**src/rtl/button_pkg.sv**
```systemverilog
`default_nettype none
// ============================================================================
// Package    : button_pkg
// Description: Shared types and helpers for the button gesture logic.
// Revision   : 1.0 - initial release
// ============================================================================
package button_pkg;

    typedef enum logic [2:0] {
        IDLE        = 3'd0,
        PRESSED     = 3'd1,
        LONG_HELD   = 3'd2,
        WAIT_SECOND = 3'd3,
        SECOND_HELD = 3'd4
    } press_state_t;

    function automatic int max_int(input int a, input int b);
        return (a > b) ? a : b;
    endfunction

endpackage
`default_nettype wire

```
**src/rtl/ms_timer.sv**
```systemverilog
`default_nettype none
// ============================================================================
// Module     : ms_timer
// Description: Millisecond prescaler plus saturating ms counter, sync clear.
// Revision   : 1.0 - initial release
// ============================================================================
module ms_timer #(
    parameter int CLK_TICKS_PER_MS = 50_000,
    parameter int CNT_MAX          = 1000,
    parameter int CNT_W            = $clog2(CNT_MAX + 1)
) (
    input  logic             clk,
    input  logic             reset,
    input  logic             clear,
    output logic             ms_tick,
    output logic [CNT_W-1:0] ms_cnt
);

    localparam int PRESC_W = $clog2(CLK_TICKS_PER_MS);

    logic [PRESC_W-1:0] presc_q, presc_d;
    logic [CNT_W-1:0]   cnt_q, cnt_d;

    assign ms_tick = (presc_q == PRESC_W'(CLK_TICKS_PER_MS - 1));
    assign ms_cnt  = cnt_q;

    always_comb begin
        presc_d = presc_q;
        cnt_d   = cnt_q;
        if (clear) begin
            presc_d = '0;
            cnt_d   = '0;
        end else if (ms_tick) begin
            presc_d = '0;
            // Saturate so a long hold never wraps back into a threshold match
            if (cnt_q != CNT_W'(CNT_MAX))
                cnt_d = cnt_q + CNT_W'(1);
        end else begin
            presc_d = presc_q + PRESC_W'(1);
        end
    end

    always_ff @(posedge clk) begin
        if (reset) begin
            presc_q <= '0;
            cnt_q   <= '0;
        end else begin
            presc_q <= presc_d;
            cnt_q   <= cnt_d;
        end
    end

endmodule
`default_nettype wire

```
**src/rtl/press_classifier.sv**
```systemverilog
`default_nettype none
// ============================================================================
// Module     : press_classifier
// Description: Classifies debounced presses as short, long or double click.
// Revision   : 1.0 - initial release
// ============================================================================
module press_classifier
    import button_pkg::*;
#(
    parameter int CLK_TICKS_PER_MS = 50_000,
    parameter int LONG_MS          = 1000,
    parameter int DOUBLE_MS        = 300
) (
    input  logic clk,
    input  logic reset,
    input  logic db,
    output logic press_tick,
    output logic short_pulse,
    output logic long_pulse,
    output logic double_pulse,
    output logic busy
);

    localparam int MS_MAX = max_int(LONG_MS, DOUBLE_MS);
    localparam int CNT_W  = $clog2(MS_MAX + 1);

    press_state_t     state_q, state_d;
    logic             db_q;
    logic             press_tick_q, press_tick_d;
    logic             short_q, short_d;
    logic             long_q, long_d;
    logic             double_q, double_d;
    logic             busy_q, busy_d;
    logic             rise, fall;
    logic             ms_tick;
    logic [CNT_W-1:0] ms_cnt;
    logic             timer_clear;

    assign rise = db & ~db_q;
    assign fall = ~db & db_q;

    // Restarting the timer on every transition makes each state time itself
    assign timer_clear = (state_d != state_q);

    ms_timer #(
        .CLK_TICKS_PER_MS(CLK_TICKS_PER_MS),
        .CNT_MAX         (MS_MAX),
        .CNT_W           (CNT_W)
    ) u_ms_timer (
        .clk    (clk),
        .reset  (reset),
        .clear  (timer_clear),
        .ms_tick(ms_tick),
        .ms_cnt (ms_cnt)
    );

    always_comb begin
        state_d      = state_q;
        short_d      = 1'b0;
        long_d       = 1'b0;
        double_d     = 1'b0;
        press_tick_d = rise;
        case (state_q)
            IDLE: begin
                if (rise) state_d = PRESSED;
            end
            PRESSED: begin
                if (ms_tick && (ms_cnt == CNT_W'(LONG_MS - 1))) begin
                    state_d = LONG_HELD;
                    long_d  = 1'b1;
                end else if (fall) begin
                    state_d = WAIT_SECOND;
                end
            end
            LONG_HELD: begin
                if (fall) state_d = IDLE;
            end
            WAIT_SECOND: begin
                if (rise) begin
                    state_d  = SECOND_HELD;
                    double_d = 1'b1;
                end else if (ms_tick && (ms_cnt == CNT_W'(DOUBLE_MS - 1))) begin
                    state_d = IDLE;
                    short_d = 1'b1;
                end
            end
            SECOND_HELD: begin
                if (fall) state_d = IDLE;
            end
            default: state_d = IDLE;
        endcase
        busy_d = (state_d != IDLE);
    end

    always_ff @(posedge clk) begin
        if (reset) begin
            state_q      <= IDLE;
            db_q         <= 1'b1;
            press_tick_q <= 1'b0;
            short_q      <= 1'b0;
            long_q       <= 1'b0;
            double_q     <= 1'b0;
            busy_q       <= 1'b0;
        end else begin
            state_q      <= state_d;
            db_q         <= db;
            press_tick_q <= press_tick_d;
            short_q      <= short_d;
            long_q       <= long_d;
            double_q     <= double_d;
            busy_q       <= busy_d;
        end
    end

    assign press_tick   = press_tick_q;
    assign short_pulse  = short_q;
    assign long_pulse   = long_q;
    assign double_pulse = double_q;
    assign busy         = busy_q;

endmodule
`default_nettype wire

```
**config.mk**
```make
export PLATFORM = sky130hd
export DESIGN_NAME = press_classifier
export DESIGN_NICKNAME = d
export VERILOG_FILES = /design/src/rtl/button_pkg.sv /design/src/rtl/ms_timer.sv /design/src/rtl/press_classifier.sv
export SDC_FILE = /design/constraint.sdc
export NUM_CORES = 1
export LEC_CHECK = 0
export CAP_MARGIN = 25
export CORE_MARGIN = 5
export CORE_UTILIZATION = 30
export CTS_CLUSTER_DIAMETER = 80
export CTS_CLUSTER_SIZE = 12
export DETAILED_ROUTE_END_ITERATION = 6
export GPL_TIMING_DRIVEN = 1
export PLACE_DENSITY = 0.57
export SYNTH_ARGS = -nofsm -noshare
export SYNTH_HDL_FRONTEND = slang
export SYNTH_HIERARCHICAL = 1
export SYNTH_SLANG_ARGS = --single-unit
```
**constraint.sdc**
```tcl
create_clock -name clk -period 4.4 [get_ports clk]
set_input_delay 0.44 -clock clk [delete_from_list [all_inputs] [get_ports clk]]
set_output_delay 0.44 -clock clk [all_outputs]
set_load 0.03 [all_outputs]
```
== Word-level counts from Yosys, hierarchy flattened ==
Cells that the tools add are included.

* Add/subtract/negate cells: 2
* Equality and inequality tests: 9
* Mux-type cells: 10
* Bitwise gates (word level): 6
* Reductions and logical operators: 11

{| class="wikitable"
|+ Operator list
! cell !! count
|-
| 2-to-1 mux 3 bit || 6
|-
| adder 16 x 1 -> 16 bit (second input constant) || 1
|-
| == test 16 bit (second input constant) || 1
|-
| one-hot mux 3 bit (4 select lines) || 1
|-
| adder 10 x 1 -> 10 bit (second input constant) || 1
|-
| == test 10 bit (second input constant) || 1
|-
| == test 10 x 9 -> 1 bit (second input constant) || 1
|-
| inequality test 10 bit (second input constant) || 1
|-
| OR reduction 2 bit || 4
|-
| == test 3 x 2 -> 1 bit (second input constant) || 2
|-
| OR reduction 3 bit || 2
|-
| inverter 1 bit || 4
|-
| == test 3 x 1 -> 1 bit (second input constant) || 1
|-
| == test 3 bit (second input constant) || 1
|-
| zero test 3 bit || 1
|-
| 2-to-1 mux 1 bit || 3
|-
| inequality test 3 bit || 1
|-
| nonzero test 3 bit || 1
|-
| bitwise AND 1 bit || 2
|-
| logical AND 1 bit || 2
|-
| AND reduction 2 bit || 1
|}

* Register bits after elaboration: 35
* Bits of input ports: 3
* Output and inout port bits: 5
* Word-level logic and storage cells: 47

== Longest topological paths before layout ==
* Depth after elaboration: 7
* Depth in mapped cells: 14
* Depth with buffers taken out: 12

== Hierarchy ==
Netlist, hierarchy kept.

{| class="wikitable"
|+ Modules (own cells, without submodules)
! module !! instances !! cells an instance !! area an instance (µm²)
|-
| ms_timer || 1 || 149 || 1267.5
|-
| press_classifier || 1 || 59 || 506.7
|}

== Worst setup path before layout ==
No wires, ideal clock.

* Path type: register to register
* From: reg u_ms_timer.presc_q[0]
* To: reg u_ms_timer.presc_q[10]
* Arrival time: 2.665 ns
* Data required time: 4.283 ns
* Slack: 1.618 ns
* Stages on the path, launching flop included: 15
* Buffers on the path: 2
* Clock period less this slack: 2.782 ns
* Cells stage by stage: dfxtp_1 -> ha_1 -> and4b_1 -> nand4_1 -> clkbuf_1 -> inv_1 -> and2_2 -> nand4_1 -> or2_2 -> a221oi_1 -> a311o_1 -> nor2_1 -> nand2_1 -> buf_2 -> nor2_1

* Word-level cells in the longest chain between the ends: 7
* Elaborated cells on any way between the ends: 10
* Classes of those cells: 1 x add/sub; 2 x eq/ne; 4 x mux; 3 x reduce/logical

{| class="wikitable"
|+ Ends and longest elaborated chain
! what !! line !! text
|-
| from (decl) || ms_timer.sv:21 || <nowiki>logic [PRESC_W-1:0] presc_q, presc_d;</nowiki>
|-
| from (signal assigned) || ms_timer.sv:48 || <nowiki>presc_q <= presc_d;</nowiki>
|-
| == test 16 bit (*) || ms_timer.sv:24 || <nowiki>assign ms_tick = (presc_q == PRESC_W'(CLK_TICKS_PER_MS - 1));</nowiki>
|-
| net ms_tick || press_classifier.sv:35 || <nowiki>logic ms_tick;</nowiki>
|-
| logical AND 1 bit || press_classifier.sv:82 || <nowiki>end else if (ms_tick && (ms_cnt == CNT_W'(DOUBLE_MS - 1))) begin</nowiki>
|-
| 2-to-1 mux 3 bit || press_classifier.sv:82 ||
|-
| 2-to-1 mux 3 bit || press_classifier.sv:79 || <nowiki>if (rise) begin</nowiki>
|-
| one-hot mux 3 bit (4 select lines) (*) || press_classifier.sv:63 || <nowiki>case (state_q)</nowiki>
|-
| inequality test 3 bit (*) || press_classifier.sv:43 || <nowiki>assign timer_clear = (state_d != state_q);</nowiki>
|-
| net timer_clear || press_classifier.sv:37 || <nowiki>logic timer_clear;</nowiki>
|-
| OR reduction 3 bit (no source line) (*) || n/a ||
|}

Mark *: on every way through the listed nets, which the timed path passes. The rest lies on a longest branch.
A chain may end at the register's enable or synchronous reset.

== Worst setup path in the final report ==
* From: reg u_ms_timer.presc_q[0]
* To: reg u_ms_timer.presc_q[6]

The elaborated chain is that of the path after synthesis.

==> results_dict.tcl <==
set metrics [dict create \
    leakagePower_nw 0.639 \
    synth_area_mm2 0.00177 \
    p_switching_uw 154 \
    grt_pass1_wl_um 6260 \
    die_h_um 86.9 \
    finalNetCount 222 \
    antenna_found_initial 0 \
    peakVddDrop_v 0.000160 \
    drv_cap 0 \
    power_density_mw_per_mm2 322 \
    grt_use_total_pct 10.0 \
    cp-startpoint "u_ms_timer/presc_q[0]$_SDFF_PP0_" \
    wl_per_cell_um 12.3 \
    cts_hold_buf 0 \
    vias 1482 \
    nFillCells 589 \
    synth_area_per_cell_um2 8.53 \
    final_cell_count_no_fill 292 \
    critPathRequiredTime_ps 4540 \
    ioPinCount 8 \
    cts_resized 0 \
    tns_ps 0 \
    post-route-period-util_pct 69.0 \
    htreeDepth 2 \
    layout_commonest_cell "dfxtp_1" \
    internal_power_uw 494 \
    synth_edf_count 0 \
    place_area_mm2 0.00192 \
    crit_fanout 16 \
    clk_latency_ps 280 \
    period_needed_ps 3040 \
    synthCells 208 \
    slowest_delay_ps 380 \
    place_ws_ps 1400 \
    tightest_slew_ps 497 \
    mostFrequentLayoutCells "dfxtp_1 (35), nor2_1 (24), a21oi_1 (14), nand2_1 (12), xnor2_1 (12)" \
    finalMaxSlewViolations 0 \
    timing.rr.start "u_ms_timer/presc_q[0]$_SDFF_PP0_" \
    worstPathArrival_ps 3180 \
    critPathTopFamily "simple AND/OR/NAND/NOR gates" \
    synthesis.nets 214 \
    cpMaxStageDelayCell "nand2_1" \
    synth_cell_types 47 \
    clockPowerShare_pct 38.8 \
    crit_path_end_kind "flip-flop" \
    clkTransAtPathRegs_ps 70 \
    wl_um 3590 \
    rsz0062_at_grt "false" \
    syn2layout_area_growth_pct 13.6 \
    grt_pass1_vias 1368 \
    layout_setup_ws_ps 1360 \
    ys_seq_area_share_pct 39.5 \
    cts_tree "built" \
    ys_ff_latch 35 \
    finalClockSkew_ps 4.61 \
    placed_cells 284 \
    pwr-share-seq_pct 52.7 \
    status "finished clean" \
    finalHoldViolCount 0 \
    path_cells "ha_1 > and4b_1 > nand4_1 > buf_4 > inv_1 > and2_2 > nand4_1 > or2_2 > a221oi_1 > a311o_1 > nor2_1 > nand2_1 > nor2_1" \
    worstSetupStartpointType "flip-flop" \
    gp_congestion 0.757 \
    overflow 0 \
    diodes 0 \
    io_buffers 7 \
    cts_sinks 35 \
    postCtsSetupRepairBufs 0 \
    critical_path_class "flip-flop to flip-flop" \
    combinationalPowerShare_pct 8.5 \
    ant_nets 0 \
    slew_headroom_pct 66.8 \
    dr.pass1.iters 4 \
    ys_warn_count 6 \
    layout-drive-gt1-share_pct 9.22 \
    stdcell_area_mm2 0.00202 \
    row_count 28 \
    start_util_pct 30.3 \
    die_w_um 86.9 \
    grt_max_degree 17 \
    total_power_uw 648 \
    async_reset_ff_share_pct 0 \
    hpwlAfterDp_um 2460 \
    switching_share_pct 23.8 \
    clockBufferDepth 2 \
    hold_start "u_ms_timer/presc_q[0]$_SDFF_PP0_" \
    drc 0 \
    vias_per_cell 5.08 \
    die_area_mm2 0.00755 \
    fmax_mhz 329 \
    numCtsBuffers 5 \
    core-area_mm2 0.00585 \
    hp-class "flip-flop to flip-flop" \
    drt_iter0_drc 84 \
    ys.flop_type "dfxtp_1" \
    clock-root-buffer "clkbuf_8" \
    critPathBufInv 2 \
    setup_viol 0 \
]
## final cells by class
class	instances	area [µm²]	share of cell area (%)
Sequential cell	35	701	34.8
Multi-Input combinational cell	158	1010	50.3
Tap cell	75	93.8	4.66
Clock buffer	8	100	4.97
Timing Repair Buffer	8	77.6	3.85
Inverter	8	30.0	1.49
## flip-flops by register name, summed over array words and instances, names as in the netlist
name                cells
u_ms_timer/presc_q     16
u_ms_timer/ms_cnt      10
state_q                 3
busy                    1
db_q                    1
double_pulse            1
long_pulse              1
press_tick              1
short_pulse             1
## final timing paths
check                                                         to  slack, ps  depth (start not counted)
worst max-delay path            u_ms_timer/presc_q[6]$_SDFF_PP0_       1360                         13
worst min-delay path            u_ms_timer/presc_q[0]$_SDFF_PP0_        470                          1
worst max register to register  u_ms_timer/presc_q[6]$_SDFF_PP0_       1360                         13
worst min register to register  u_ms_timer/presc_q[0]$_SDFF_PP0_        470                          1
## synth_stat cells (2+ instances only)
library cell / count / share of area [%]
dfxtp_1: 35 / 39
o31ai_1: 4 / 1.7
nand4b_1: 3 / 1.5
nor2_1: 24 / 5.1
nand4_1: 10 / 3.5
or4_1: 5 / 2.1
or3_1: 6 / 2.1
nand3_1: 8 / 2.3
nand2b_1: 3 / 1.1
ha_1: 3 / 2.1
and4b_1: 3 / 1.7
xor2_1: 2 / 0.99
and3_1: 3 / 1.1
buf_2: 3 / 0.85
o21ai_0: 6 / 1.7
clkbuf_1: 3 / 0.63
a21oi_1: 14 / 3.9
or2_2: 3 / 1.1
nor4_1: 7 / 2.5
inv_1: 8 / 1.7
nor3_1: 5 / 1.4
nor4bb_1: 3 / 1.7
xnor2_1: 12 / 5.9
nand2_1: 12 / 2.5
## through the flow
step / hold WS [ps] / utilization (%)
4_1_cts: 464 / 34.5
2_1_floorplan: 430 / -
3_5_place_dp: 447 / 32.7
5_1_grt: 507 / 34.5
3_3_place_gp: 443 / 32.7
6_report: 468 / 34.5
## power groups by stage
stage	Clock [mW]	Combinational, mW	Sequential, mW
floorplan	0	0.0428	0.346
finish	0.251	0.0550	0.342
detailed placement	0	0.0552	0.349
global placement	0	0.0554	0.349
global route	0.275	0.0611	0.344
CTS	0.264	0.0554	0.341
## routing by layer
metal	up-vias	global-route usage, %	wire length (µm)
li1	794	-	-
met1	667	13.6	1840
met2	19	15.7	1610
met3	2	2.27	105
met4	0	3.26	31
met5	-	0	0
## cell families after synthesis
family	synth area share, %
adders and majority gates	2.12
and+or+nand+nor	36.6
xor gates and xnor gates	6.91
AOI/OAI and AO/OA	11.5
buffers and inverters	3.38
DFF	39.5
(Power assumes the default switching activity.)
